<file path="src/rtl/tri_edge_setup_if.sv">
// Vertex handshake and active edge-coefficient bus of the triangle setup block.
interface tri_edge_setup_if;
  logic               vtx_valid;
  logic               vtx_ready;
  logic [9:0]         x1, y1, x2, y2, x3, y3;
  logic               frame_start;
  logic signed [10:0] A0, A1, A2, B0, B1, B2;
  logic signed [20:0] C0, C1, C2;
  logic signed [22:0] Area2;
  logic               tri_empty;
  logic               commit;

  // Upstream vertex source / scan timing side (drives vertices, reads coefficients).
  modport master (
    output vtx_valid, x1, y1, x2, y2, x3, y3, frame_start,
    input  vtx_ready, A0, A1, A2, B0, B1, B2, C0, C1, C2, Area2, tri_empty, commit
  );

  // Setup block side.
  modport slave (
    input  vtx_valid, x1, y1, x2, y2, x3, y3, frame_start,
    output vtx_ready, A0, A1, A2, B0, B1, B2, C0, C1, C2, Area2, tri_empty, commit
  );
endinterface

</file>
<file path="src/rtl/tri_edge_setup.sv">
// Triangle edge-function setup: computes A/B/C per edge into a shadow set over
// three cycles with one shared multiplier pair, orients the triangle so inside
// pixels evaluate >= 0, and commits the shadow to the active outputs on frame_start.
module tri_edge_setup (
  input  logic            VGA_CLK,
  input  logic            Rst_n,
  tri_edge_setup_if.slave bus
);

  localparam int unsigned VW  = 10;
  localparam int unsigned AW  = 11;
  localparam int unsigned CW  = 21;
  localparam int unsigned ARW = 23;

  typedef enum logic [2:0] {
    S_IDLE, S_CALC0, S_CALC1, S_CALC2, S_ORIENT, S_PENDING
  } state_t;

  state_t state_q, state_d;

  logic                 ready_q;
  logic [VW-1:0]        vx_q [3];
  logic [VW-1:0]        vy_q [3];
  logic signed [AW-1:0] sh_a_q [3];
  logic signed [AW-1:0] sh_b_q [3];
  logic signed [CW-1:0] sh_c_q [3];
  logic signed [ARW-1:0] sh_area_q;
  logic                 sh_empty_q;
  logic signed [AW-1:0] act_a_q [3];
  logic signed [AW-1:0] act_b_q [3];
  logic signed [CW-1:0] act_c_q [3];
  logic signed [ARW-1:0] act_area_q;
  logic                 act_empty_q;
  logic                 commit_q;

  logic                 transfer_c;
  logic                 load_c, calc_c, orient_c, commit_c;
  logic [1:0]           idx_c, idx_b_c;
  logic [VW-1:0]        xa_c, ya_c, xb_c, yb_c;
  logic [2*VW-1:0]      prod_ab_c, prod_ba_c;
  logic signed [AW-1:0] edge_a_c, edge_b_c;
  logic signed [CW-1:0] edge_c_c;
  logic signed [ARW-1:0] raw_area_c;

  assign transfer_c = bus.vtx_valid & ready_q;

  // Next-state and control decode.
  always_comb begin
    state_d  = state_q;
    load_c   = 1'b0;
    calc_c   = 1'b0;
    orient_c = 1'b0;
    commit_c = 1'b0;
    idx_c    = 2'd0;
    unique case (state_q)
      S_IDLE: begin
        if (transfer_c) begin
          load_c  = 1'b1;
          state_d = S_CALC0;
        end
      end
      S_CALC0: begin
        calc_c  = 1'b1;
        idx_c   = 2'd0;
        state_d = S_CALC1;
      end
      S_CALC1: begin
        calc_c  = 1'b1;
        idx_c   = 2'd1;
        state_d = S_CALC2;
      end
      S_CALC2: begin
        calc_c  = 1'b1;
        idx_c   = 2'd2;
        state_d = S_ORIENT;
      end
      S_ORIENT: begin
        orient_c = 1'b1;
        state_d  = S_PENDING;
      end
      S_PENDING: begin
        if (bus.frame_start) begin
          commit_c = 1'b1;
          state_d  = S_IDLE;
        end
        if (transfer_c) begin
          load_c  = 1'b1;
          state_d = S_CALC0;
        end
      end
      default: state_d = S_IDLE;
    endcase
  end

  // Shared edge datapath: edge k runs from vertex k to vertex (k+1) mod 3.
  always_comb begin
    idx_b_c    = (idx_c == 2'd2) ? 2'd0 : idx_c + 2'd1;
    xa_c       = vx_q[idx_c];
    ya_c       = vy_q[idx_c];
    xb_c       = vx_q[idx_b_c];
    yb_c       = vy_q[idx_b_c];
    prod_ab_c  = xa_c * yb_c;
    prod_ba_c  = xb_c * ya_c;
    edge_a_c   = $signed({1'b0, ya_c}) - $signed({1'b0, yb_c});
    edge_b_c   = $signed({1'b0, xb_c}) - $signed({1'b0, xa_c});
    edge_c_c   = $signed({1'b0, prod_ab_c}) - $signed({1'b0, prod_ba_c});
    raw_area_c = {{2{sh_c_q[0][CW-1]}}, sh_c_q[0]}
               + {{2{sh_c_q[1][CW-1]}}, sh_c_q[1]}
               + {{2{sh_c_q[2][CW-1]}}, sh_c_q[2]};
  end

  // State, handshake and commit pulse registers.
  always_ff @(posedge VGA_CLK or negedge Rst_n) begin
    if (!Rst_n) begin
      state_q  <= S_IDLE;
      ready_q  <= 1'b0;
      commit_q <= 1'b0;
    end else begin
      state_q  <= state_d;
      ready_q  <= (state_d == S_IDLE) || (state_d == S_PENDING);
      commit_q <= commit_c;
    end
  end

  // Vertex capture and shadow coefficient set.
  always_ff @(posedge VGA_CLK or negedge Rst_n) begin
    if (!Rst_n) begin
      for (int i = 0; i < 3; i++) begin
        vx_q[i]   <= '0;
        vy_q[i]   <= '0;
        sh_a_q[i] <= '0;
        sh_b_q[i] <= '0;
        sh_c_q[i] <= '0;
      end
      sh_area_q  <= '0;
      sh_empty_q <= 1'b1;
    end else begin
      if (load_c) begin
        vx_q[0] <= bus.x1;
        vy_q[0] <= bus.y1;
        vx_q[1] <= bus.x2;
        vy_q[1] <= bus.y2;
        vx_q[2] <= bus.x3;
        vy_q[2] <= bus.y3;
      end
      if (calc_c) begin
        sh_a_q[idx_c] <= edge_a_c;
        sh_b_q[idx_c] <= edge_b_c;
        sh_c_q[idx_c] <= edge_c_c;
      end
      if (orient_c) begin
        // Clockwise winding flips every edge so the inside test stays ">= 0".
        if (raw_area_c < 0) begin
          for (int i = 0; i < 3; i++) begin
            sh_a_q[i] <= -sh_a_q[i];
            sh_b_q[i] <= -sh_b_q[i];
            sh_c_q[i] <= -sh_c_q[i];
          end
          sh_area_q <= -raw_area_c;
        end else begin
          sh_area_q <= raw_area_c;
        end
        sh_empty_q <= (raw_area_c == '0);
      end
    end
  end

  // Active set seen by the painter; only changes on a commit.
  always_ff @(posedge VGA_CLK or negedge Rst_n) begin
    if (!Rst_n) begin
      for (int i = 0; i < 3; i++) begin
        act_a_q[i] <= '0;
        act_b_q[i] <= '0;
        act_c_q[i] <= '0;
      end
      act_area_q  <= '0;
      act_empty_q <= 1'b1;
    end else if (commit_c) begin
      for (int i = 0; i < 3; i++) begin
        act_a_q[i] <= sh_a_q[i];
        act_b_q[i] <= sh_b_q[i];
        act_c_q[i] <= sh_c_q[i];
      end
      act_area_q  <= sh_area_q;
      act_empty_q <= sh_empty_q;
    end
  end

  assign bus.vtx_ready = ready_q;
  assign bus.A0        = act_a_q[0];
  assign bus.A1        = act_a_q[1];
  assign bus.A2        = act_a_q[2];
  assign bus.B0        = act_b_q[0];
  assign bus.B1        = act_b_q[1];
  assign bus.B2        = act_b_q[2];
  assign bus.C0        = act_c_q[0];
  assign bus.C1        = act_c_q[1];
  assign bus.C2        = act_c_q[2];
  assign bus.Area2     = act_area_q;
  assign bus.tri_empty = act_empty_q;
  assign bus.commit    = commit_q;

endmodule

</file>
<file path="src/flat_wrapper.sv">
// flat-port wrapper written by rule: the top's interface ports become plain ports
module tri_edge_setup_flat 
  (VGA_CLK, Rst_n, bus_vtx_valid, bus_x1, bus_y1, bus_x2, bus_y2, bus_x3, bus_y3, bus_frame_start, bus_vtx_ready, bus_A0, bus_A1, bus_A2, bus_B0, bus_B1, bus_B2, bus_C0, bus_C1, bus_C2, bus_Area2, bus_tri_empty, bus_commit);
  tri_edge_setup_if bus_i ();
  input  logic VGA_CLK;
  input  logic Rst_n;
  input wire logic [$bits(bus_i.vtx_valid)-1:0] bus_vtx_valid;
  input wire logic [$bits(bus_i.x1)-1:0] bus_x1;
  input wire logic [$bits(bus_i.y1)-1:0] bus_y1;
  input wire logic [$bits(bus_i.x2)-1:0] bus_x2;
  input wire logic [$bits(bus_i.y2)-1:0] bus_y2;
  input wire logic [$bits(bus_i.x3)-1:0] bus_x3;
  input wire logic [$bits(bus_i.y3)-1:0] bus_y3;
  input wire logic [$bits(bus_i.frame_start)-1:0] bus_frame_start;
  output wire logic [$bits(bus_i.vtx_ready)-1:0] bus_vtx_ready;
  output wire logic [$bits(bus_i.A0)-1:0] bus_A0;
  output wire logic [$bits(bus_i.A1)-1:0] bus_A1;
  output wire logic [$bits(bus_i.A2)-1:0] bus_A2;
  output wire logic [$bits(bus_i.B0)-1:0] bus_B0;
  output wire logic [$bits(bus_i.B1)-1:0] bus_B1;
  output wire logic [$bits(bus_i.B2)-1:0] bus_B2;
  output wire logic [$bits(bus_i.C0)-1:0] bus_C0;
  output wire logic [$bits(bus_i.C1)-1:0] bus_C1;
  output wire logic [$bits(bus_i.C2)-1:0] bus_C2;
  output wire logic [$bits(bus_i.Area2)-1:0] bus_Area2;
  output wire logic [$bits(bus_i.tri_empty)-1:0] bus_tri_empty;
  output wire logic [$bits(bus_i.commit)-1:0] bus_commit;
  assign bus_i.vtx_valid = bus_vtx_valid;
  assign bus_i.x1 = bus_x1;
  assign bus_i.y1 = bus_y1;
  assign bus_i.x2 = bus_x2;
  assign bus_i.y2 = bus_y2;
  assign bus_i.x3 = bus_x3;
  assign bus_i.y3 = bus_y3;
  assign bus_i.frame_start = bus_frame_start;
  assign bus_vtx_ready = bus_i.vtx_ready;
  assign bus_A0 = bus_i.A0;
  assign bus_A1 = bus_i.A1;
  assign bus_A2 = bus_i.A2;
  assign bus_B0 = bus_i.B0;
  assign bus_B1 = bus_i.B1;
  assign bus_B2 = bus_i.B2;
  assign bus_C0 = bus_i.C0;
  assign bus_C1 = bus_i.C1;
  assign bus_C2 = bus_i.C2;
  assign bus_Area2 = bus_i.Area2;
  assign bus_tri_empty = bus_i.tri_empty;
  assign bus_commit = bus_i.commit;
  tri_edge_setup u_core (.VGA_CLK(VGA_CLK), .Rst_n(Rst_n), .bus(bus_i));
endmodule
</file>
<file path="config.mk">
export PLATFORM = sky130hd
export DESIGN_NAME = tri_edge_setup_flat
export DESIGN_NICKNAME = d
export VERILOG_FILES = /design/src/rtl/tri_edge_setup_if.sv /design/src/rtl/tri_edge_setup.sv /design/src/flat_wrapper.sv
export SDC_FILE = /design/constraint.sdc
export NUM_CORES = 1
export LEC_CHECK = 0
export ABC_CLOCK_PERIOD_IN_PS = 18300
export CAP_MARGIN = 0
export CORE_UTILIZATION = 35
export CTS_BUF_LIST = sky130_fd_sc_hd__clkbuf_4 sky130_fd_sc_hd__clkbuf_8
export CTS_CLUSTER_SIZE = 25
export DETAILED_ROUTE_END_ITERATION = 10
export PLACE_DENSITY_LB_ADDON = 0.05
export SLEW_MARGIN = 25
export SYNTH_ARGS = -nofsm -noshare
export SYNTH_HDL_FRONTEND = slang
export SYNTH_SLANG_ARGS = --single-unit
</file>
<file path="constraint.sdc">
create_clock -name VGA_CLK -period 18.3 [get_ports VGA_CLK]
set_clock_uncertainty 0.15 [all_clocks]
set_input_delay 3.66 -clock VGA_CLK [delete_from_list [all_inputs] [get_ports VGA_CLK]]
set_output_delay 3.66 -clock VGA_CLK [all_outputs]
set_load 0.01 [all_outputs]
</file>
Word-level counts from Yosys, hierarchy flattened
Cells that the tools add are included. W data, S select, Z words.

$lt $le $gt $ge: 4. Eq/ne operators: 7. Multiplexer cells: 41. Bitwise operators: 3. Multipliers: 2. Add/sub/neg operators: 16. Reductions and logical operators: 7.

Operator list (count): $mux W33 (6); $mux W63 (3); $bmux W10 S2 (4); $mux W10 (8); $bwmux W33 (2); $neg A11 Y11 (6); $bwmux W63 (1); $neg A21 Y21 (3); $demux W21 S2 (1); $mul A10 B10 Y20 (2); $add A22 B21 Y23 (1); $logic_not A23 Y1 (1); $lt A23 B1 Y1 const B (1); $mux W23 (1); $neg A23 Y23 (1); $add A21 B21 Y22 (1); $demux W11 S2 (1); $sub A10 B10 Y11 (2); $mux W21 (1); $sub A20 B20 Y21 (1); $pmux W3 S6 (1); $mux W11 (1); $eq A3 B3 Y1 const B (3); $mux W3 (3); other kinds (16) (25).

Register bits after elaboration: 371. Input bits: 64.

Depth between registers and ports, before layout
Depth after elaboration: 14. Mapped depth: 32.

Worst setup path before layout
No wires, ideal clock.

Kind: flip-flop to flip-flop. Start: register u_core.state_q[0]. End: register u_core.sh_c_q[39] in the netlist's numbering. Stages on the path, launching flop included: 29. Clock period less this slack: 8045 ps. Path slack: 10255 ps. Data required time: 18067 ps. Setup time: 83 ps. Arrival time: 7813 ps. Path buffers: 4. Cells stage by stage: dfrtp_1 > clkbuf_1 > buf_1 > clkbuf_1 > mux2i_1 > nor2_1 > a21oi_1 > buf_1 > nor2_1 > fa_1 > inv_1 > fa_1 > fa_1 > inv_1 > fa_1 > fa_1 > fa_1 > inv_1 > fa_1 > inv_1 > ha_1 > nor4_1 > o21ai_0 > a41o_1 > a221oi_1 > nor2b_1 > or4_1 > and3_1 > o21ai_0.

Word-level cells in the longest chain between the ends: 14. Elaborated cells on any way between the ends: 37. Those cells by class: add/sub (2); mul (2); order compare (2); eq/ne (5); mux (22); bitwise (2); reduce/logical (2).

RTL lines: start: declaration (RTL line tri_edge_setup.sv:19) `state_t state_q, state_d;`; start signal: assignment (RTL line tri_edge_setup.sv:119) `state_q <= state_d;`; $eq A3 B2 Y1 (RTL line tri_edge_setup.sv:55) `unique case (state_q)`; $pmux W2 S2 (RTL line tri_edge_setup.sv:55); $add A2 B1 Y2 or $eq A2 B2 Y1 (tied branches) (RTL line tri_edge_setup.sv:97) `idx_b_c = (idx_c == 2'd2) ? 2'd0 : idx_c + 2'd1;`; $mux W2 (RTL line tri_edge_setup.sv:97); $not A2 Y3 (implied by the code) (RTL line tri_edge_setup.sv:100, tri_edge_setup.sv:101); $bmux W10 S2, on equally long branches (RTL line tri_edge_setup.sv:101, tri_edge_setup.sv:100); $mux W10, on equally long branches (2 in series) (RTL line tri_edge_setup.sv:101, tri_edge_setup.sv:100); $mul A10 B10 Y20, on equally long branches (RTL line tri_edge_setup.sv:102, tri_edge_setup.sv:103); $sub A20 B20 Y21 (RTL line tri_edge_setup.sv:106) `edge_c_c = $signed({1'b0, prod_ab_c}) - $signed({1'b0, prod_ba_c});`; $bwmux W63 (RTL line tri_edge_setup.sv:149) `sh_c_q[idx_c] <= edge_c_c;`; $mux W63 (RTL line tri_edge_setup.sv:146) `if (calc_c) begin`; $mux W63 (RTL line tri_edge_setup.sv:153) `if (raw_area_c < 0) begin`; $mux W63 (*) (RTL line tri_edge_setup.sv:151) `if (orient_c) begin`; end signal: indexed assignment (RTL line tri_edge_setup.sv:149); end signal: indexed assignment (RTL line tri_edge_setup.sv:157) `sh_c_q[i] <= -sh_c_q[i];`; end: declaration (RTL line tri_edge_setup.sv:26) `logic signed [CW-1:0] sh_c_q [3];`.

Mark *: on every way between the ends. The rest lies on a longest branch, timed or not. The select of a mux whose other input is x is not followed. A chain may end at the register's enable or synchronous reset.

Final worst setup path
Start: register u_core.state_q[2]. End: register u_core.sh_c_q[60] in the netlist's numbering.

The elaborated chain is that of the path after synthesis.

==> flow_summary_export.csv <==
group,metric,value,unit
cells_and_area,fin_nets,3592,
floorplan,die_w,279.0,um
cts,cts_max_level,3,
worst_setup_path,r2r_slack,9.29,ns
timing,setup_viol,0,
global_route,grt_max_degree,97,
placement,dp_hpwl,67940,um
global_route,grt_pass1_wl,136100,um
synthesis,synthArstFlopShare,100.0,%
global_route,grt_pass1_vias,22210,
floorplan,dieArea,0.07782,mm^2
cts,cts_tree,"yes",
routing,wire_per_inst,20.92,um
timing,finalMaxSlewViolations,0,
cells_and_area,area_growth,18.53,%
worst_setup_path,rr_startpoint,"u_core.state_q[2]",
timing,finalSetupTns,0,ns
floorplan,initial_utilization,35.35,%
synthesis,synth_cells,2986,
floorplan,core,0.07595,mm^2
worst_setup_path,startpoint_type,"register",
synthesis,ys_seq_area_share,34.59,%
worst_setup_path,r2r_cells,26,
cells_and_area,mostFrequentLayoutCell,"nand2_1",
timing,max_clock_freq,111.0,MHz
routing,dr.pass1.iters,5,
timing,timing.final.crit_share,49.24,%
cts,ctsResizeCount,0,
synthesis,syn_avg_cell_area,8.991,um^2
cts,clk_pin_slew,0.06,ns
cells_and_area,drive_above_1_share,8.945,%
cts,cts_root_buf,"clkbuf_8",
hold_path,min_to,"u_core.bus.tri_empty",
routing,ant_nets,0,
placement,gp_congestion,0.8781,
status,status,"finished, final reports clean",
global_route,track_usage,22.98,%
global_route,grt_overflow_total,0,
routing,vias_per_cell,5.188,
timing,fin_crit,9.010,ns
worst_setup_path,cp-end-kind,"register",
timing,maxSlewHeadroom,25.34,%
placement,portBuffers,218,
synthesis,syn-num-nets,3389,
worst_setup_path,worstSetupPathType,"register to register",
synthesis,yosys_warnings,0,
floorplan,pin_count,219,
cts,cts-buffers-inserted,73,
cts,cts_buffer_depth,3,
global_route,antenna_found_initial,2,
worst_setup_path,r2r_end,"u_core.sh_c_q[60]",
hold_path,hold_depth,2,
worst_setup_path,cp_max_fo,82,
synthesis,syn_area,0.02685,mm^2
cts,postCtsSetupRepairBufs,0,
cells_and_area,layout_common_cells,"nand2_1 (683), dfrtp_1 (368), inv_1 (268), clkdlybuf4s50_1 (217), o21ai_0 (209)",
timing,timing.final.hold_violations,0,
timing,worst_pin_slew,1.120,ns
synthesis,synth_edf_count,0,
cts,clock_latency,0.68,ns
hold_path,worstHoldPathType,"register to register",
timing,rsz0062_at_grt,"false",
routing,drc,0,
job,drv_cap,0,
synthesis,ys.flop_type,"dfrtp_1",
cts,cts_sinks,371,
worst_setup_path,crit_arrival,9.41,ns
routing,drtIter0Drc,1477,
routing,vias,22180,
cts,cts_hold_buf,0,
floorplan,die_y,279.0,um
routing,wl,89450,um
synthesis,synth_cell_types,77,
synthesis,yosys_register_bits,371,
hold_path,min_from,"u_core.bus.tri_empty",
floorplan,fp-row-count,101,
worst_setup_path,crit_required,18.70,ns
==> cell families after synthesis <==
kind of cell	Yosys count	share of synthesized area, %
compound gates	532	12.84
xor+xnor	67	2.186
fa+ha+maj	339	21.00
buf+inv	395	5.546
flops	371	34.59
mux	119	4.730
simple gates	1163	19.10
==> layout make-up <==
type / instances / area, um^2
Clock inverter: 13 / 151.4
Tap cell: 1030 / 1289
Clock buffer: 115 / 1439
Timing Repair Buffer: 252 / 2450
Multi-Input combinational cell: 2220 / 16180
Fill cell: 7621 / 44130
Sequential cell: 371 / 9288
Antenna cell: 3 / 7.507
Inverter: 271 / 1020
==> through the flow <==
step	setup slack, ns	instance area (um^2)	hold WS [ns]	util (%)	instances
2_1_floorplan	10.25	26850	0.2846	-	2986
3_3_place_gp	8.827	30160	0.3009	39.72	4142
3_5_place_dp	9.237	30200	0.3046	39.77	4144
4_1_cts	9.212	31790	0.3122	41.86	4272
5_1_grt	8.755	31820	0.3375	41.89	4273
6_report	9.290	31820	0.3102	41.90	4275
==> worst max-delay path by stage <==
stage                       from           endpoint  slack [ns]  cells past startpoint
3_5_place_dp   u_core.state_q[2]  u_core.sh_c_q[60]        9.24                     26
2_1_floorplan  u_core.state_q[0]  u_core.sh_c_q[39]       10.25                     28
3_3_place_gp   u_core.state_q[2]  u_core.sh_c_q[62]        8.83                     24
5_1_grt        u_core.state_q[2]  u_core.sh_c_q[39]        8.75                     26
6_report       u_core.state_q[2]  u_core.sh_c_q[60]        9.29                     26
4_1_cts        u_core.state_q[2]  u_core.sh_c_q[60]        9.21                     26
==> routing by layer <==
metal / wire, um / vias to the layer above / GRT usage, %
met5: 19 / - / 0
met4: 1689 / 2 / 5.297
met3: 3723 / 116 / 3.406
met2: 42870 / 506 / 38.31
met1: 41150 / 11130 / 31.38
li1: - / 10420 / -
==> registers in the layout, indices dropped and copies added (netlist names), 3 cells and up <==
name / count
u_core.sh_c_q: 63
u_core.sh_a_q: 33
u_core.sh_b_q: 33
u_core.vx_q: 30
u_core.vy_q: 30
u_core.bus.Area2: 23
u_core.sh_area_q: 23
u_core.bus.C0: 21
u_core.bus.C1: 21
u_core.bus.C2: 21
u_core.bus.A0: 11
u_core.bus.A1: 11
u_core.bus.A2: 11
u_core.bus.B0: 11
u_core.bus.B1: 11
u_core.bus.B2: 11
u_core.state_q: 3
==> cells in the mapped netlist, types with 44 or more instances <==
library cell  number  share of area (%)
nor2_1           206                2.9
nor3b_1           51                1.4
inv_1            268                3.7
ha_1             153                7.1
nor3_1            44               0.82
o21ai_0          215                4.0
a221o_1           44                1.6
clkbuf_1         102                1.4
or3_1             59                1.4
mux2i_1           56                2.1
a21oi_1           83                1.5
dfrtp_1          369                 34
mux2_2            63                2.6
fa_1             186                 14
nand2_1          684                9.6
==> worst max-delay path: stages (launching register included) <==
cell,delay (ns)
dfrtp_1,0.56
nand2b_2,0.19
buf_4,0.60
nand2_1,0.13
o21ai_1,0.58
inv_1,0.34
nor2_1,0.22
fa_1,0.43
inv_1,0.09
fa_1,0.45
fa_1,0.54
inv_1,0.05
fa_1,0.54
fa_1,0.44
fa_1,0.55
inv_1,0.05
fa_1,0.52
inv_1,0.04
ha_1,0.23
nor4_1,0.23
o21ai_0,0.18
a41o_1,0.35
a221oi_1,0.47
nor2b_1,0.13
or4_1,0.42
and3_1,0.22
o21ai_0,0.17
Power is not shown: default switching activity piles up to over one toggle a cycle in this logic, so the estimate is an artifact.
==> patch 1 (same flow settings) <==
Encoding of `state_t`: now one-hot (6 bits for 6 states).
--- a/src/rtl/tri_edge_setup.sv
+++ b/src/rtl/tri_edge_setup.sv
@@ -13,6 +13,6 @@
   localparam int unsigned ARW = 23;
 
-  typedef enum logic [2:0] {
-    S_IDLE, S_CALC0, S_CALC1, S_CALC2, S_ORIENT, S_PENDING
+  typedef enum logic [5:0] {
+    S_IDLE = 6'b000001, S_CALC0 = 6'b000010, S_CALC1 = 6'b000100, S_CALC2 = 6'b001000, S_ORIENT = 6'b010000, S_PENDING = 6'b100000
   } state_t;
 
Function: same outputs for any inputs over 4 cycles, from zero or initial values and one cycle with Rst_n low; so few cycles prove little.
==> patch 1 against the unedited design <==
  * Via count up 4.5%
  * Final area increased by 0.36%
  * Sequential cell count grew 3
  * Routed wire length grew 4.7%
  * Critical path type unchanged
  * Area after synthesis is 0.63% higher
  * Setup slack worse by 350 ps
Power is left out: the tool's default activity adds up to more than one toggle a clock period on the data nets, which glitch-free logic cannot reach.
==> patch 1: results (changes against the unedited design) <==
Status = complete, no violations
Nets = 3747 (+4.3%)
Clock buf/inv share = 4.81% (-0.18 points)
Multi-input gates = 2355 (+6.1%)
CTS sink cnt = 374 (+0.81%)
Met2 Track Usage GR = 39.9% (+1.6 points)
Syn nets = 3551 (+4.8%)
Initial DRC count = 1660 (+12%)
Yosys Warn Count = 0 (unchanged)
WHS = 315 ps (+5.14 ps)
Met2 routed WL = 44000 microns (+2.5%)
Share of post-route cells with drive strength above 1 = 7.70% (-1.2 points)
Initial antenna violation count = 1 (-1)
Mux cell area share after synthesis = 0.718% (-4.0 points)
Antenna diodes = 2 (-1)
Met3 usage = 3.96% (+0.56 points)
Top sig layer = met4
Cells on worst reg2reg path = 26 (unchanged)
GRT Total Usage = 24.2% (+1.2 points)
Critical R2R Launch = u_core.state_q[0]
Max_slew headroom = 34.2% (+8.9 points)
Non-clock buffer count in the final layout = 257 (+2.0%)
DR WL met3 = 5250 microns (+41%)
Largest cells by area after synthesis = dfrtp_1, fa_1, nand2_1
Total routed wirelength = 93600 microns (+4.7%)
Flop2flop setup slack = 8940 ps (-350 ps)
Arr. time, crit path = 9760 ps (+350 ps)
Slowest CP cell = a221oi_1
Inverters = 287 (+5.9%)
Post-synth cell types = 83 (+7.8%)
Area occupied by multi-input gates = 16100 sq um (-0.19%)
Clock buffer cells = 112 (-2.6%)
FF/Latch Area = 9360 sq um (+0.81%)
Gpl congestion = 0.893 (+1.7%)
DRT met1 WL = 42100 microns (+2.2%)
Post-Synth Adder-Cell Area = 20.8% (-0.22 points)
Drt pass-1 iters = 6 (+1)
Critical-path maximum fanout = 46 (-44%)
Drt via density = 5.23 (+0.78%)
Post-synthesis sequential area ratio = 34.7% (+0.066 points)
Post-synthesis compound-gate area fraction = 13.4% (+0.59 points)
Data buffer area share = 7.88% (+0.18 points)
Post-synth top cells = nand2_1, dfrtp_1, inv_1
Placed Area = 30400 sq um (+0.50%)
Largest net degree at the start of global routing = 140 (+44%)
Detailed Place HPWL = 70800 microns (+4.3%)
Fill cells = 7707 (+1.1%)
Met1 Usage GRT = 32.7% (+1.3 points)
First-pass GRT wire length = 145000 microns (+6.2%)
Min-delay src = u_core.sh_empty_q
[patch 1: cell types whose count changed in the layout (fill, tap and decap cells not counted), sizes merged, moves of 12 or more]
cell,unedited run,this run
mux2i,56,16
o21ai,227,146
a21oi,83,140
nor3b,53,11
nor2,206,277
nand2,684,796
a221o,44,11
a311oi,5,23
a32o,1,25
o21a,29,13
inv,273,288
or2,10,44
o22a,0,12
mux2,63,3
[patch 1: worst paths after layout]
path,to
hold / removal,u_core.bus.tri_empty
min in group asynchronous,u_core.sh_area_q[15]
max in group asynchronous,u_core.vx_q[23]
setup reg to reg,u_core.sh_c_q[60]
setup / recovery,u_core.sh_c_q[60]
hold reg to reg,u_core.bus.tri_empty
[patch 1: per-stage QoR]
stage | instances | setup WS, ps | utilization (%)
3_5_place_dp | 4302 | 9070 | 39.8
3_3_place_gp | 4302 | 8700 | 39.8
5_1_grt | 4433 | 8330 | 41.9
6_report | 4433 | 8940 | 41.9
2_1_floorplan | 3150 | 10340 | -
4_1_cts | 4430 | 8990 | 41.9
==> patch 2 (same flow settings) <==
Made on the original files. Reset style: synchronous (`Rst_n`), changed in 3 clocked blocks.
--- a/src/rtl/tri_edge_setup.sv
+++ b/src/rtl/tri_edge_setup.sv
@@ -111,5 +111,5 @@
 
   // State, handshake and commit pulse registers.
-  always_ff @(posedge VGA_CLK or negedge Rst_n) begin
+  always_ff @(posedge VGA_CLK) begin
     if (!Rst_n) begin
       state_q  <= S_IDLE;
@@ -124,5 +124,5 @@
 
   // Vertex capture and shadow coefficient set.
-  always_ff @(posedge VGA_CLK or negedge Rst_n) begin
+  always_ff @(posedge VGA_CLK) begin
     if (!Rst_n) begin
       for (int i = 0; i < 3; i++) begin
@@ -167,5 +167,5 @@
 
   // Active set seen by the painter; only changes on a commit.
-  always_ff @(posedge VGA_CLK or negedge Rst_n) begin
+  always_ff @(posedge VGA_CLK) begin
     if (!Rst_n) begin
       for (int i = 0; i < 3; i++) begin
Function: differs if Rst_n is asserted again (counterexample within 4 cycles, from zero or initial values and one cycle with Rst_n low); with Rst_n held inactive, the same outputs for 4 cycles.
==> patch 2 against the unedited design <==
  * Area after synthesis is 1.8% lower
  * Highest routed layer is now met4
  * Largest cell class unchanged
  * Fmax is 3.6% higher
  * Worst hold slack better by 1.6 ps
  * Setup slack better by 320 ps
  * Routed wire length is 13% lower
  * Critical path type unchanged
  * Sequential cell count stayed put
  * Final area is 2.4% lower
  * Critical path depth is 3 lower
Power is left out: the tool's default activity adds up to more than one toggle a clock period on the data nets, which glitch-free logic cannot reach.
==> patch 2: results (changes against the unedited design) <==
Nets = 3129 (-13%)
GRT Total Usage = 20.5% (-2.5 points)
Flip-flop and latch count = 371 (unchanged)
Post-synth EDFFs = 318 (+318)
Worst-Skew Late Latency = 660 ps (-20 ps)
Max_slew headroom = 28.8% (+3.5 points)
Critical-path maximum fanout = 35 (-57%)
Ys async rst share = 0% (-100 points)
Arr. time, crit path = 8880 ps (-530 ps)
Dominant synthesized flop cell = edfxtp_1
Clock buffer cells = 96 (-17%)
Average wire per standard cell = 20.8 microns (-0.63%)
Share of post-route cells with drive strength above 1 = 7.44% (-1.5 points)
Largest cells by area after synthesis = edfxtp_1, fa_1, ha_1
Min-delay src = u_core.sh_area_q[11]
Syn nets = 2903 (-14%)
Slowest CP cell = a21oi_1
Reg2reg end = u_core.sh_c_q[2][20]
Fill cells = 7243 (-5.0%)
Initial antenna violation count = 1 (-1)
Critical R2R Launch = u_core.state_q[0]
Initial DRC count = 1147 (-22%)
Status = complete, no violations
Post-synthesis sequential area ratio = 40.2% (+5.6 points)
Clock buf/inv share = 4.37% (-0.63 points)
Post-synth cell types = 84 (+9.1%)
Via count = 19100 (-14%)
Flop2flop setup slack = 9610 ps (+320 ps)
Multi-input gates = 1762 (-21%)
==> patch 2: cell types whose count changed after synthesis, sizes merged, moves of 60 or more <==
cell / delta
a22o: +71
and2: +179
dfrtp: -369
edfxtp: +318
mux2: -60
nand2: -442
o21ai: -133
==> patch 2: per-stage QoR <==
stage / util [%] / worst slack (ps) / hold slack, ps / instances / area [sq um]
2_1_floorplan: - / 9340 / 282 / 2501 / 26400
3_3_place_gp: 39.9 / 9810 / 305 / 3625 / 29700
3_5_place_dp: 39.9 / 9630 / 306 / 3625 / 29700
4_1_cts: 41.7 / 9580 / 314 / 3750 / 31000
5_1_grt: 41.7 / 9080 / 330 / 3751 / 31100
6_report: 41.7 / 9610 / 312 / 3752 / 31100
==> patch 2: how the worst max path moves through the flow <==
| stage | from | end | slack, ps |
|---|---|---|---|
| final | u_core.state_q[0] | u_core.sh_c_q[2][20] | 9610 |
| after CTS | u_core.state_q[0] | u_core.sh_c_q[2][20] | 9580 |
| after global routing | u_core.state_q[0] | u_core.sh_c_q[0][19] | 9080 |
| after floorplan | bus_vtx_valid | u_core.vx_q[0][0] | 9340 |
| after detailed placement | u_core.state_q[0] | u_core.sh_c_q[2][20] | 9630 |
| after global placement | u_core.state_q[0] | u_core.sh_c_q[2][20] | 9810 |
==> patch 2: kinds of logic after synthesis <==
kind of cell,count (synthesis),synth area share (%)
AOI/OAI and AO/OA,391,10.4
xor gates and xnor gates,157,5.28
adders and majority gates,338,21.3
buffers and inverters,368,5.49
DFF,371,40.2
muxes,46,1.76
and+or+nand+nor,830,15.5
==> patch 2: routing by layer <==
metal	GRT usage, %	wire length (microns)	vias to the layer above
li1	-	-	9031
met3	2.72	3340	112
met4	5.62	1640	0
met2	35.3	38000	490
met1	26.9	35000	9438
met5	0	0	-
